**src/rtl/rvic_src_cond_if.sv**
```systemverilog
// Bundle between the interrupt source conditioner and its neighbours: the raw
// lines and per-source configuration/handshake in, conditioned requests and
// lost-edge flags out.
interface rvic_src_cond_if #(
  parameter int unsigned NUM_SRC = 32
);
  logic [NUM_SRC-1:0] irq_raw_i;
  logic [NUM_SRC-1:0] mode_i;
  logic [NUM_SRC-1:0] pol_i;
  logic [NUM_SRC-1:0] consume_i;
  logic [NUM_SRC-1:0] ovf_clr_i;
  logic [NUM_SRC-1:0] src_o;
  logic [NUM_SRC-1:0] ovf_o;

  modport master (
    output irq_raw_i, mode_i, pol_i, consume_i, ovf_clr_i,
    input  src_o, ovf_o
  );

  modport slave (
    input  irq_raw_i, mode_i, pol_i, consume_i, ovf_clr_i,
    output src_o, ovf_o
  );
endinterface

```
**src/rtl/rvic_src_cond.sv**
```systemverilog
// Interrupt source conditioner feeding the controller core's src_i input.
// Synchronises raw lines, applies polarity, and either passes the level
// through or holds rising edges until the controller consumes them.
// Define RVIC_SRC_FILTER_EN to add a per-source glitch filter of
// FILTER_CYCLES stable cycles after the synchroniser.
module rvic_src_cond #(
  parameter int unsigned NUM_SRC       = 32,
  parameter int unsigned SYNC_STAGES   = 2,
  parameter int unsigned FILTER_CYCLES = 4
) (
  input  logic            clk_i,
  input  logic            rst_ni,
  rvic_src_cond_if.slave  bus
);

`ifdef RVIC_SRC_FILTER_EN
  localparam bit FILT_EN = 1'b1;
`else
  localparam bit FILT_EN = 1'b0;
`endif
  localparam int unsigned WARM   = SYNC_STAGES + 1 + (FILT_EN ? FILTER_CYCLES : 0);
  localparam int unsigned WARM_W = $clog2(WARM + 1);

  typedef logic [NUM_SRC-1:0] vec_t;

  vec_t              sync_q [SYNC_STAGES];
  vec_t              s;
  vec_t              f;
  vec_t              a;
  vec_t              prev_q;
  vec_t              latch_q;
  vec_t              ovf_q;
  vec_t              mode_q;
  vec_t              pol_q;
  vec_t              cfg_chg;
  vec_t              rise;
  vec_t              latch_d;
  vec_t              ovf_d;
  logic [WARM_W-1:0] warm_q;
  logic              warm_done;

  // Multi-flop synchroniser for the asynchronous raw lines
  always_ff @(posedge clk_i or negedge rst_ni) begin
    if (!rst_ni) begin
      for (int i = 0; i < int'(SYNC_STAGES); i++) sync_q[i] <= '0;
    end else begin
      sync_q[0] <= bus.irq_raw_i;
      for (int i = 1; i < int'(SYNC_STAGES); i++) sync_q[i] <= sync_q[i-1];
    end
  end

  assign s = sync_q[SYNC_STAGES-1];

`ifdef RVIC_SRC_FILTER_EN
  localparam int unsigned FCNT_W = $clog2(FILTER_CYCLES + 1);

  logic [FCNT_W-1:0] fcnt_q [NUM_SRC];
  vec_t              filt_q;

  // Glitch filter: follow s only after it has differed for FILTER_CYCLES cycles
  always_ff @(posedge clk_i or negedge rst_ni) begin
    if (!rst_ni) begin
      filt_q <= '0;
      for (int n = 0; n < int'(NUM_SRC); n++) fcnt_q[n] <= '0;
    end else begin
      for (int n = 0; n < int'(NUM_SRC); n++) begin
        if (s[n] != filt_q[n]) begin
          if (fcnt_q[n] == FCNT_W'(FILTER_CYCLES - 1)) begin
            filt_q[n] <= s[n];
            fcnt_q[n] <= '0;
          end else begin
            fcnt_q[n] <= fcnt_q[n] + FCNT_W'(1);
          end
        end else begin
          fcnt_q[n] <= '0;
        end
      end
    end
  end

  assign f = filt_q;
`else
  assign f = s;
`endif

  // Warm-up counter: suppresses edge capture until the pipeline holds real data
  always_ff @(posedge clk_i or negedge rst_ni) begin
    if (!rst_ni) begin
      warm_q <= '0;
    end else if (!warm_done) begin
      warm_q <= warm_q + WARM_W'(1);
    end
  end

  assign warm_done = (warm_q == WARM_W'(WARM));

  // Edge detection, pending latch and sticky overflow next-state
  always_comb begin
    a       = '0;
    cfg_chg = '0;
    rise    = '0;
    latch_d = '0;
    ovf_d   = '0;
    a       = f ^ bus.pol_i;
    cfg_chg = (bus.mode_i ^ mode_q) | (bus.pol_i ^ pol_q);
    rise    = a & ~prev_q & bus.mode_i & ~cfg_chg & {NUM_SRC{warm_done}};
    latch_d = (rise | (latch_q & ~bus.consume_i)) & bus.mode_i & ~cfg_chg;
    ovf_d   = (rise & latch_q & ~bus.consume_i) | (ovf_q & ~bus.ovf_clr_i);
  end

  // Per-source state registers
  always_ff @(posedge clk_i or negedge rst_ni) begin
    if (!rst_ni) begin
      prev_q  <= '0;
      latch_q <= '0;
      ovf_q   <= '0;
      mode_q  <= '0;
      pol_q   <= '0;
    end else begin
      prev_q  <= a;
      latch_q <= latch_d;
      ovf_q   <= ovf_d;
      mode_q  <= bus.mode_i;
      pol_q   <= bus.pol_i;
    end
  end

  // Level sources pass straight through; edge sources present the pending latch
  assign bus.src_o = rst_ni ? ((bus.mode_i & latch_q) | (~bus.mode_i & a)) : '0;
  assign bus.ovf_o = ovf_q;

endmodule

```
**src/flat_wrapper.sv**
```systemverilog
// flat-port wrapper written by rule: the top's interface ports become plain ports
module rvic_src_cond_flat 
#(
  parameter int unsigned NUM_SRC       = 32,
  parameter int unsigned SYNC_STAGES   = 2,
  parameter int unsigned FILTER_CYCLES = 4
)
  (clk_i, rst_ni, bus_irq_raw_i, bus_mode_i, bus_pol_i, bus_consume_i, bus_ovf_clr_i, bus_src_o, bus_ovf_o);
  rvic_src_cond_if #(.NUM_SRC(NUM_SRC)) bus_i ();
  input  logic clk_i;
  input  logic rst_ni;
  input wire logic [$bits(bus_i.irq_raw_i)-1:0] bus_irq_raw_i;
  input wire logic [$bits(bus_i.mode_i)-1:0] bus_mode_i;
  input wire logic [$bits(bus_i.pol_i)-1:0] bus_pol_i;
  input wire logic [$bits(bus_i.consume_i)-1:0] bus_consume_i;
  input wire logic [$bits(bus_i.ovf_clr_i)-1:0] bus_ovf_clr_i;
  output wire logic [$bits(bus_i.src_o)-1:0] bus_src_o;
  output wire logic [$bits(bus_i.ovf_o)-1:0] bus_ovf_o;
  assign bus_i.irq_raw_i = bus_irq_raw_i;
  assign bus_i.mode_i = bus_mode_i;
  assign bus_i.pol_i = bus_pol_i;
  assign bus_i.consume_i = bus_consume_i;
  assign bus_i.ovf_clr_i = bus_ovf_clr_i;
  assign bus_src_o = bus_i.src_o;
  assign bus_ovf_o = bus_i.ovf_o;
  rvic_src_cond #(.NUM_SRC(NUM_SRC), .SYNC_STAGES(SYNC_STAGES), .FILTER_CYCLES(FILTER_CYCLES)) u_core (.clk_i(clk_i), .rst_ni(rst_ni), .bus(bus_i));
endmodule
```
**config.mk**
```make
export PLATFORM = sky130hd
export DESIGN_NAME = rvic_src_cond_flat
export DESIGN_NICKNAME = d
export VERILOG_FILES = /design/src/rtl/rvic_src_cond_if.sv /design/src/rtl/rvic_src_cond.sv /design/src/flat_wrapper.sv
export SDC_FILE = /design/constraint.sdc
export NUM_CORES = 1
export LEC_CHECK = 0
export BUFFER_PORTS_ARGS = -buffer_cell sky130_fd_sc_hd__buf_4
export CAP_MARGIN = 20
export CORE_MARGIN = 10
export CORE_UTILIZATION = 57
export CTS_CLUSTER_DIAMETER = 30
export CTS_CLUSTER_SIZE = 30
export DETAILED_ROUTE_END_ITERATION = 8
export GPL_ROUTABILITY_DRIVEN = 0
export GPL_TIMING_DRIVEN = 0
export HOLD_SLACK_MARGIN = 0.1
export MAX_ROUTING_LAYER = met4
export PLACE_DENSITY = 0.85
export SLEW_MARGIN = 20
export SYNTH_ARGS = -nofsm -noshare
export SYNTH_HDL_FRONTEND = slang
export SYNTH_SLANG_ARGS = --single-unit
```
**constraint.sdc**
```tcl
create_clock -name clk_i -period 2.5 [get_ports clk_i]
set_input_delay 0.375 -clock clk_i [delete_from_list [all_inputs] [get_ports clk_i]]
set_output_delay 0.375 -clock clk_i [all_outputs]
set_load 0.03 [all_outputs]
```
; After elaboration in Yosys (flattened, before gate mapping)
; Index checks and enable logic that the tools add are counted.
[classes]
muxes = 1
add_sub_neg = 1
eq_ne = 1
n_bitwise = 24
[op_table]
columns = op, count
row1 = 32-bit bitwise AND, 12
row2 = 32-bit NOT, 5
row3 = 32-bit bitwise OR, 4
row4 = 32-bit XOR, 3
row5 = 32-bit two-way mux, 1
row6 = "2-bit by 1-bit adder with 2-bit output, second input constant", 1
row7 = "2-bit == test, second input constant", 1
[word_totals]
output_inout_bits = 64
regBits = 226
word_cells = 35
input_bits = 162

; Depth between registers and ports, before layout
; Gate-level depths: netlist of run 1.
[logic_depth]
ltp_word = 8
ltp_mapped = 5
mapped_depth_nobuf = 3

; Worst setup path after synthesis of run 1
; No wires, ideal clock.
[synth_path]
kind = register -> register
startpoint = register u_core.warm_q[0]
endpoint = register u_core.ovf_q[12], in the netlist u_core.bus.ovf_o[12]
required_ps = 2396
t_arrival_ps = 1251
setup_ps = 104
path_slack_ps = 1145
stages_incl_launch_ff = 6
n_path_buf = 2
cell_sequence = dfrtp_1 ha_1 buf_2 buf_4 nand4b_2 o41ai_2
[synth_between]
elab_chain_cells = 5
[synth_rtl]
columns = item, line_no
row1 = start: declaration, rvic_src_cond.sv:39  ; logic [WARM_W-1:0] warm_q;
row2 = start signal: assignment, rvic_src_cond.sv:91  ; warm_q <= warm_q + WARM_W'(1);
row3 = 2-bit == test, rvic_src_cond.sv:95  ; assign warm_done = (warm_q == WARM_W'(WARM));
row4 = 32-bit bitwise AND, rvic_src_cond.sv:106  ; rise = a & ~prev_q & bus.mode_i & ~cfg_chg & {NUM_SRC{warm_done}};
row5 = 32-bit bitwise AND (2 in series), rvic_src_cond.sv:108  ; ovf_d = (rise & latch_q & ~bus.consume_i) | (ovf_q & ~bus.ovf_clr_i);
row6 = 32-bit bitwise OR, rvic_src_cond.sv:108
row7 = net u_core.ovf_d[12], rvic_src_cond.sv:38  ; vec_t ovf_d;
row8 = end signal: assignment, rvic_src_cond.sv:122  ; ovf_q <= ovf_d;
row9 = end: declaration, rvic_src_cond.sv:32  ; vec_t ovf_q;
; The timed path passes the listed nets, and every way through them passes these cells.
; A chain may end at the register's enable or synchronous reset.

; Worst setup path after layout of run 1
[layout_path]
startpoint = input rst_ni
endpoint = output bus_src_o[18]
[layout_between]
elab_chain_cells = 1
[layout_rtl]
columns = item, line_no
row1 = start: declaration, flat_wrapper.sv:11  ; input logic rst_ni;
row2 = 32-bit two-way mux, rvic_src_cond.sv:129  ; assign bus.src_o = rst_ni ? ((bus.mode_i & latch_q) | (~bus.mode_i & a)) : '0;
row3 = end: declaration, flat_wrapper.sv:17  ; output wire logic [$bits(bus_i.src_o)-1:0] bus_src_o;
; Every way passes these cells.

==> run_results.csv, run 1 <==
group,metric,value,unit
status,status,"complete, but fails checks",
status,failed_checks,"hold timing",
detailed_routing,wl_per_cell,24.8,um
global_route,grt_pass1_vias,7924,
finish,drive_gt1_frac,0.328,
worst_setup_path,critPathLaunchType,"input port",
timing,finalSetupViolCount,0,
worst_setup_path,end_kind,"output pin",
synthesis,yosys.area.top_type,"dfrtp_1",
power,p_leak,6.35,nW
synthesis,synth_top_area_frac,0.653,
synthesis,synth_area_leaders,"dfrtp_1, nand2b_1, xor2_1, xnor2_1, o211a_1",
flow_run,cap_violations,0,
clock_tree,path_clk_slew,0.05,ns
floorplan,std_cell_rows,44,
finish,multiInputGateArea,2900,sq um
detailed_routing,vias,6927,
synthesis,syn_nets,771,
synthesis,post-synth-top-count-cell,"dfrtp_1",
global_route,antenna_found_initial,3,
worst_hold_path,hold_path.class,"in -> async",
clock_tree,cts_hold_buf,119,
detailed_routing,routed_wl,30100,um
synthesis,synth-main-ff-cell,"dfrtp_1",
placement,dp_hpwl,15200,um
floorplan,initial_core_util,0.589,
finish,final_nets,1158,
global_route,grt_overflow_total,0,
detailed_routing,viasPerCell,5.72,
clock_tree,clock-sinks,226,
clock_tree,cts_buffers,40,
placement,pre_cts_ws,-0.495,ns
clock_tree,cts_root_buf,"clkbuf_16",
timing,finClkSkew,0.0112,ns
synthesis,ys_seq_area_frac,0.653,
timing,rsz0062_at_grt,"false",
detailed_routing,dr.pass1.iters,6,
synthesis,synthCells,608,
clock_tree,post_cts_resized,0,
synthesis,synth.avg_cell_area,14.2,sq um
timing,post-route-period-util,0.913,
timing,worst_slack,0.219,ns
timing,slew_headroom,0.560,
clock_tree,clk_path_buf_depth,3,
finish,area_growth,54.0,%
clock_tree,tritoncts,"yes",
synthesis,yosys.cell_types.count,20,
finish,final.fill_count,491,
worst_setup_path,cp.required,2.12,ns
worst_setup_path,arrival,1.91,ns
finish,fin_util,0.907,
timing,finalHoldViolCount,81,
global_route,grt_pass1_wl,46200,um
synthesis,syn-cell-area,8660,sq um
timing,slew_viol_final,0,
timing,finalSetupTns,0,ns
floorplan,die_h,143,um
global_route,track_usage,0.301,
floorplan,die_area,20500,sq um
synthesis,yosys_register_bits,226,
synthesis,ys_async_sr_fraction,1.00,
clock_tree,clkLatencyLatePin,0.50,ns
timing,tightest_slew,0.659,ns
detailed_routing,ant_nets,0,
timing,max_freq,0.438,GHz
detailed_routing,drt_first_iter_violations,537,
power,max-vdd-ir-drop,661,uV
floorplan,coreArea,14700,sq um
synthesis,ys_warn_count,0,
placement,port_buffers,225,
timing,holdWs,-0.0922,ns
power,finalPower,0.0110,W
global_route,grt_max_degree,117,
synthesis,synth.top_cells.by_count,"dfrtp_1, nand2b_1, xor2_1",
floorplan,die_width,143,um
floorplan,ios,226,
finish,final-seq-area,5660,sq um
power,p_per_area,822,nW/um^2
synthesis,synth_edf_count,0,
detailed_routing,drc,0,
timing,min_period,2.28,ns
worst_setup_path,crit_fanout,84,
worst_setup_path,crit_type,"in -> out",
clock_tree,htree_levels,2,
## worst max-delay path, stage by stage
cell and delay [ns]:
buf_8 0.11, buf_16 0.33, clkbuf_1 0.56, o211a_1 0.28
buf_4 0.18
## what timing repair did
action	in CTS	in global routing
endpoints found under the hold margin	156	81
buffers inserted	0	0
setup endpoints to repair	10	0
## placed cells by master (no fill, tap or decap), types with 2 or more instances in the layout
cell / n
buf_16: 2
bufinv_16: 9
nand4b_1: 20
diode_2: 3
buf_4: 225
xor2_1: 44
inv_1: 20
dfrtp_1: 226
a21oi_1: 20
nand2_1: 32
clkinv_2: 5
o32ai_1: 20
o41ai_2: 12
o211a_1: 32
xnor2_1: 41
dlygate4sd3_1: 117
clkinv_4: 2
clkbuf_1: 7
clkbuf_16: 41
nand3_1: 20
buf_12: 2
nand2b_1: 76
clkbuf_8: 8
a211oi_1: 12
xor2_2: 12
nand4b_2: 12
buf_2: 3
## where the power goes
part | switching [W] | internal [W] | leakage [nW]
Clock | 0.00182 | 0.00415 | 0.724
Sequential | 0.0000904 | 0.00383 | 2.77
Combinational | 0.000542 | 0.000515 | 2.85
Total | 0.00246 | 0.00850 | 6.35
## per-layer routing
metal | up-vias | wire length [um] | track usage
li1 | 2914 | - | -
met1 | 3498 | 11200 | 0.337
met2 | 428 | 15300 | 0.504
met3 | 87 | 2620 | 0.0796
met4 | 0 | 963 | 0.128
met5 | - | 0 | -
## area by class of cell
type | count | area share
well taps | 184 | 0.0173
repair buffers | 346 | 0.222
plain buffers | 6 | 0.00225
inverters | 20 | 0.00563
flip-flops and latches | 226 | 0.424
clock inverters | 17 | 0.0240
diodes | 3 | 0.000563
clock buffers | 54 | 0.0866
multi-input cells | 355 | 0.217
## kinds of logic (layout without fill, tap and decap cells)
| family | Yosys count | after routing | synth area share |
|---|---|---|---|
| other | 0 | 3 | 0 |
| buffers and inverters | 27 | 443 | 0.0126 |
| multiplexers | 1 | 1 | 0.00130 |
| adder cells (fa/ha/maj) | 1 | 1 | 0.00144 |
| flip-flops | 226 | 226 | 0.653 |
| XOR/XNOR | 97 | 97 | 0.109 |
| AO/OA/AOI/OAI | 96 | 96 | 0.102 |
| AND/OR/NAND/NOR | 160 | 160 | 0.121 |
## stage by stage
step,hold slack [ns],std cells,area (sq um)
6_report,-0.0922,1211,13300
5_1_grt,-0.0768,1211,13300
4_1_cts,-0.0749,1208,13300
3_5_place_dp,0.279,1019,10600
3_3_place_gp,0.332,1017,10600
2_1_floorplan,0.0794,608,8660
## worst paths after layout
check | start | endpoint | slack (ns) | cells after the start
hold / removal | rst_ni | u_core.prev_q[11] | -0.09 | 2
setup reg to reg | u_core.warm_q[0] | u_core.latch_q[25] | 0.62 | 5
max in group asynchronous | rst_ni | u_core.f[27] | 1.69 | 4
hold reg to reg | u_core.sync_q[43] | u_core.f[11] | 0.34 | 0
min in group clk_i | bus_ovf_clr_i[3] | u_core.bus.ovf_o[3] | 0.17 | 3
setup / recovery | rst_ni | bus_src_o[18] | 0.22 | 5
## registers in the layout, summed over array words and instances (netlist names)
register	cells
u_core.sync_q	32
u_core.warm_q	2
u_core.f	32
u_core.bus.ovf_o	32
u_core.latch_q	32
u_core.prev_q	32
u_core.mode_q	32
u_core.pol_q	32
Power figures use the tool's default switching activity.
==> run 2, diff against run 1 <==
--- a/config.mk
+++ b/config.mk
@@ -8,7 +8,7 @@
 export BUFFER_PORTS_ARGS = -buffer_cell sky130_fd_sc_hd__buf_4
 export CAP_MARGIN = 20
 export CORE_MARGIN = 10
-export CORE_UTILIZATION = 57
+export CORE_UTILIZATION = 40
 export CTS_CLUSTER_DIAMETER = 30
 export CTS_CLUSTER_SIZE = 30
 export DETAILED_ROUTE_END_ITERATION = 8
@@ -16,8 +16,6 @@
 export GPL_TIMING_DRIVEN = 0
 export HOLD_SLACK_MARGIN = 0.1
 export MAX_ROUTING_LAYER = met4
-export PLACE_DENSITY = 0.85
-export SLEW_MARGIN = 20
 export SYNTH_ARGS = -nofsm -noshare
 export SYNTH_HDL_FRONTEND = slang
 export SYNTH_SLANG_ARGS = --single-unit
==> run_results.csv, run 2 (synthesis results as in run 1) <==
group,metric,value,unit
timing,finClkSkew,0.0113,ns
floorplan,initial_core_util,0.409,
placement,dp_hpwl,15100,um
timing,slew_headroom,0.597,
global_route,grt_overflow_total,0,
worst_hold_path,hold_path.class,"in -> async",
clock_tree,tritoncts,"yes",
clock_tree,path_clk_slew,0.05,ns
power,p_leak,6.39,nW
clock_tree,htree_levels,2,
worst_setup_path,end_kind,"output pin",
timing,finalHoldViolCount,101,
power,max-vdd-ir-drop,564,uV
placement,dp.cells,1109,
worst_setup_path,r2r-end,"u_core.bus.ovf_o[27]",
detailed_routing,vias,6224,
global_route,grt_pass1_vias,7053,
clock_tree,cts_root_buf,"clkbuf_16",
timing,worst_slack,0.258,ns
worst_setup_path,reg2reg_depth,5,
clock_tree,clkLatencyLatePin,0.52,ns
timing,tightest_slew,0.605,ns
detailed_routing,viasPerCell,4.76,
finish,final_nets,1161,
worst_setup_path,crit_fanout,106,
placement,pre_cts_ws,-0.544,ns
floorplan,die_area,27900,sq um
detailed_routing,routed_wl,22700,um
timing,rsz0062_at_grt,"false",
detailed_routing,dr.pass1.iters,4,
timing,holdWs,-0.219,ns
detailed_routing,drc,0,
worst_setup_path,arrival,1.87,ns
finish,final_common_cell,"dfrtp_1",
finish,area_growth,56.1,%
global_route,track_usage,0.163,
floorplan,coreArea,21200,sq um
detailed_routing,ant_nets,0,
finish,n_antenna_cell,0,
global_route,antenna_found_initial,0,
power,p_per_area,816,nW/um^2
finish,final_cell_mix,"dfrtp_1, buf_4, dlygate4sd3_1, nand2b_1, clkbuf_16",
timing,max_freq,0.446,GHz
clock_tree,clk_path_buf_depth,3,
detailed_routing,drt_first_iter_violations,311,
timing,min_period,2.24,ns
global_route,grt_max_degree,107,
clock_tree,clock-sinks,226,
floorplan,die_width,167,um
finish,instances_no_fill,1307,
status,status,"complete, but fails checks",
worst_setup_path,r2r_start,"u_core.warm_q[0]",
power,finalPower,0.0110,W
status,failed_checks,"hold timing",
clock_tree,cts_hold_buf,116,
detailed_routing,wl_per_cell,17.4,um
worst_setup_path,cp.required,2.12,ns
floorplan,std_cell_rows,53,
timing,finalSetupTns,0,ns
worst_setup_path,crit_path_end,"bus_src_o[18]",
timing,slew_viol_final,0,
floorplan,ios,226,
placement,port_buffers,225,
clock_tree,cts_buffers,45,
clock_tree,postCtsSetupBuffers,0,
worst_setup_path,crit_type,"in -> out",
worst_setup_path,startpoint,"rst_ni",
timing,finalSetupViolCount,0,
worst_setup_path,critPathLaunchType,"input port",
worst_setup_path,regToRegSetupSlack,0.78,ns
flow_run,cap_violations,0,
timing,post-route-period-util,0.897,
global_route,grt_pass1_wl,36700,um
floorplan,die_h,167,um
finish,drive_gt1_frac,0.337,
-- run 2: how the worst min path moves through the flow --
stage,depth (start not counted),from,end
floorplan,0,rst_ni,u_core.bus.ovf_o[0]
global route,1,rst_ni,u_core.pol_q[7]
CTS,1,rst_ni,u_core.f[5]
global placement,0,u_core.sync_q[34],u_core.f[2]
detailed placement,0,u_core.sync_q[56],u_core.f[24]
finish,1,rst_ni,u_core.prev_q[7]
-- run 2: area by class of cell --
cell class	instances	area, sq um
Tap cell	275	344
Multi-Input combinational cell	355	2900
Fill cell	1542	7630
Buffer	7	36.3
Clock inverter	29	368
Timing Repair Buffer	343	2930
Inverter	20	75.1
Clock buffer	52	1210
Sequential cell	226	5660
-- run 2: worst max-delay path: stages --
cell,delay [ns]
buf_16,0.36
buf_16,0.34
clkbuf_2,0.35
o211a_1,0.22
buf_4,0.16
-- run 2: routing by layer --
layer,up-vias,share of wire,global-route usage
met2,212,0.48,0.257
met1,3068,0.44,0.201
met5,-,0,-
met3,35,0.061,0.0447
met4,0,0.016,0.0534
li1,2909,-,-
-- run 2: repair_timing --
item,CTS,global route
endpoints found under the setup margin,20,1
gates cloned,1,0
resized for setup,3,1
endpoints found under the hold margin,243,101
-- run 2: through the flow --
step	util	hold slack [ns]	area, sq um
floorplan	-	0.0794	8660
global placement	0.505	0.333	10700
detailed placement	0.507	0.335	10700
CTS	0.639	-0.162	13500
global route	0.639	-0.187	13500
finish	0.639	-0.219	13500
-- run 2: power breakdown --
group | internal (W) | switching [W] | leakage [nW] | total [W]
clock | 0.00421 | 0.00194 | 0.771 | 0.00615
combinational | 0.000512 | 0.000472 | 2.85 | 0.000984
sequential | 0.00383 | 0.0000660 | 2.77 | 0.00390
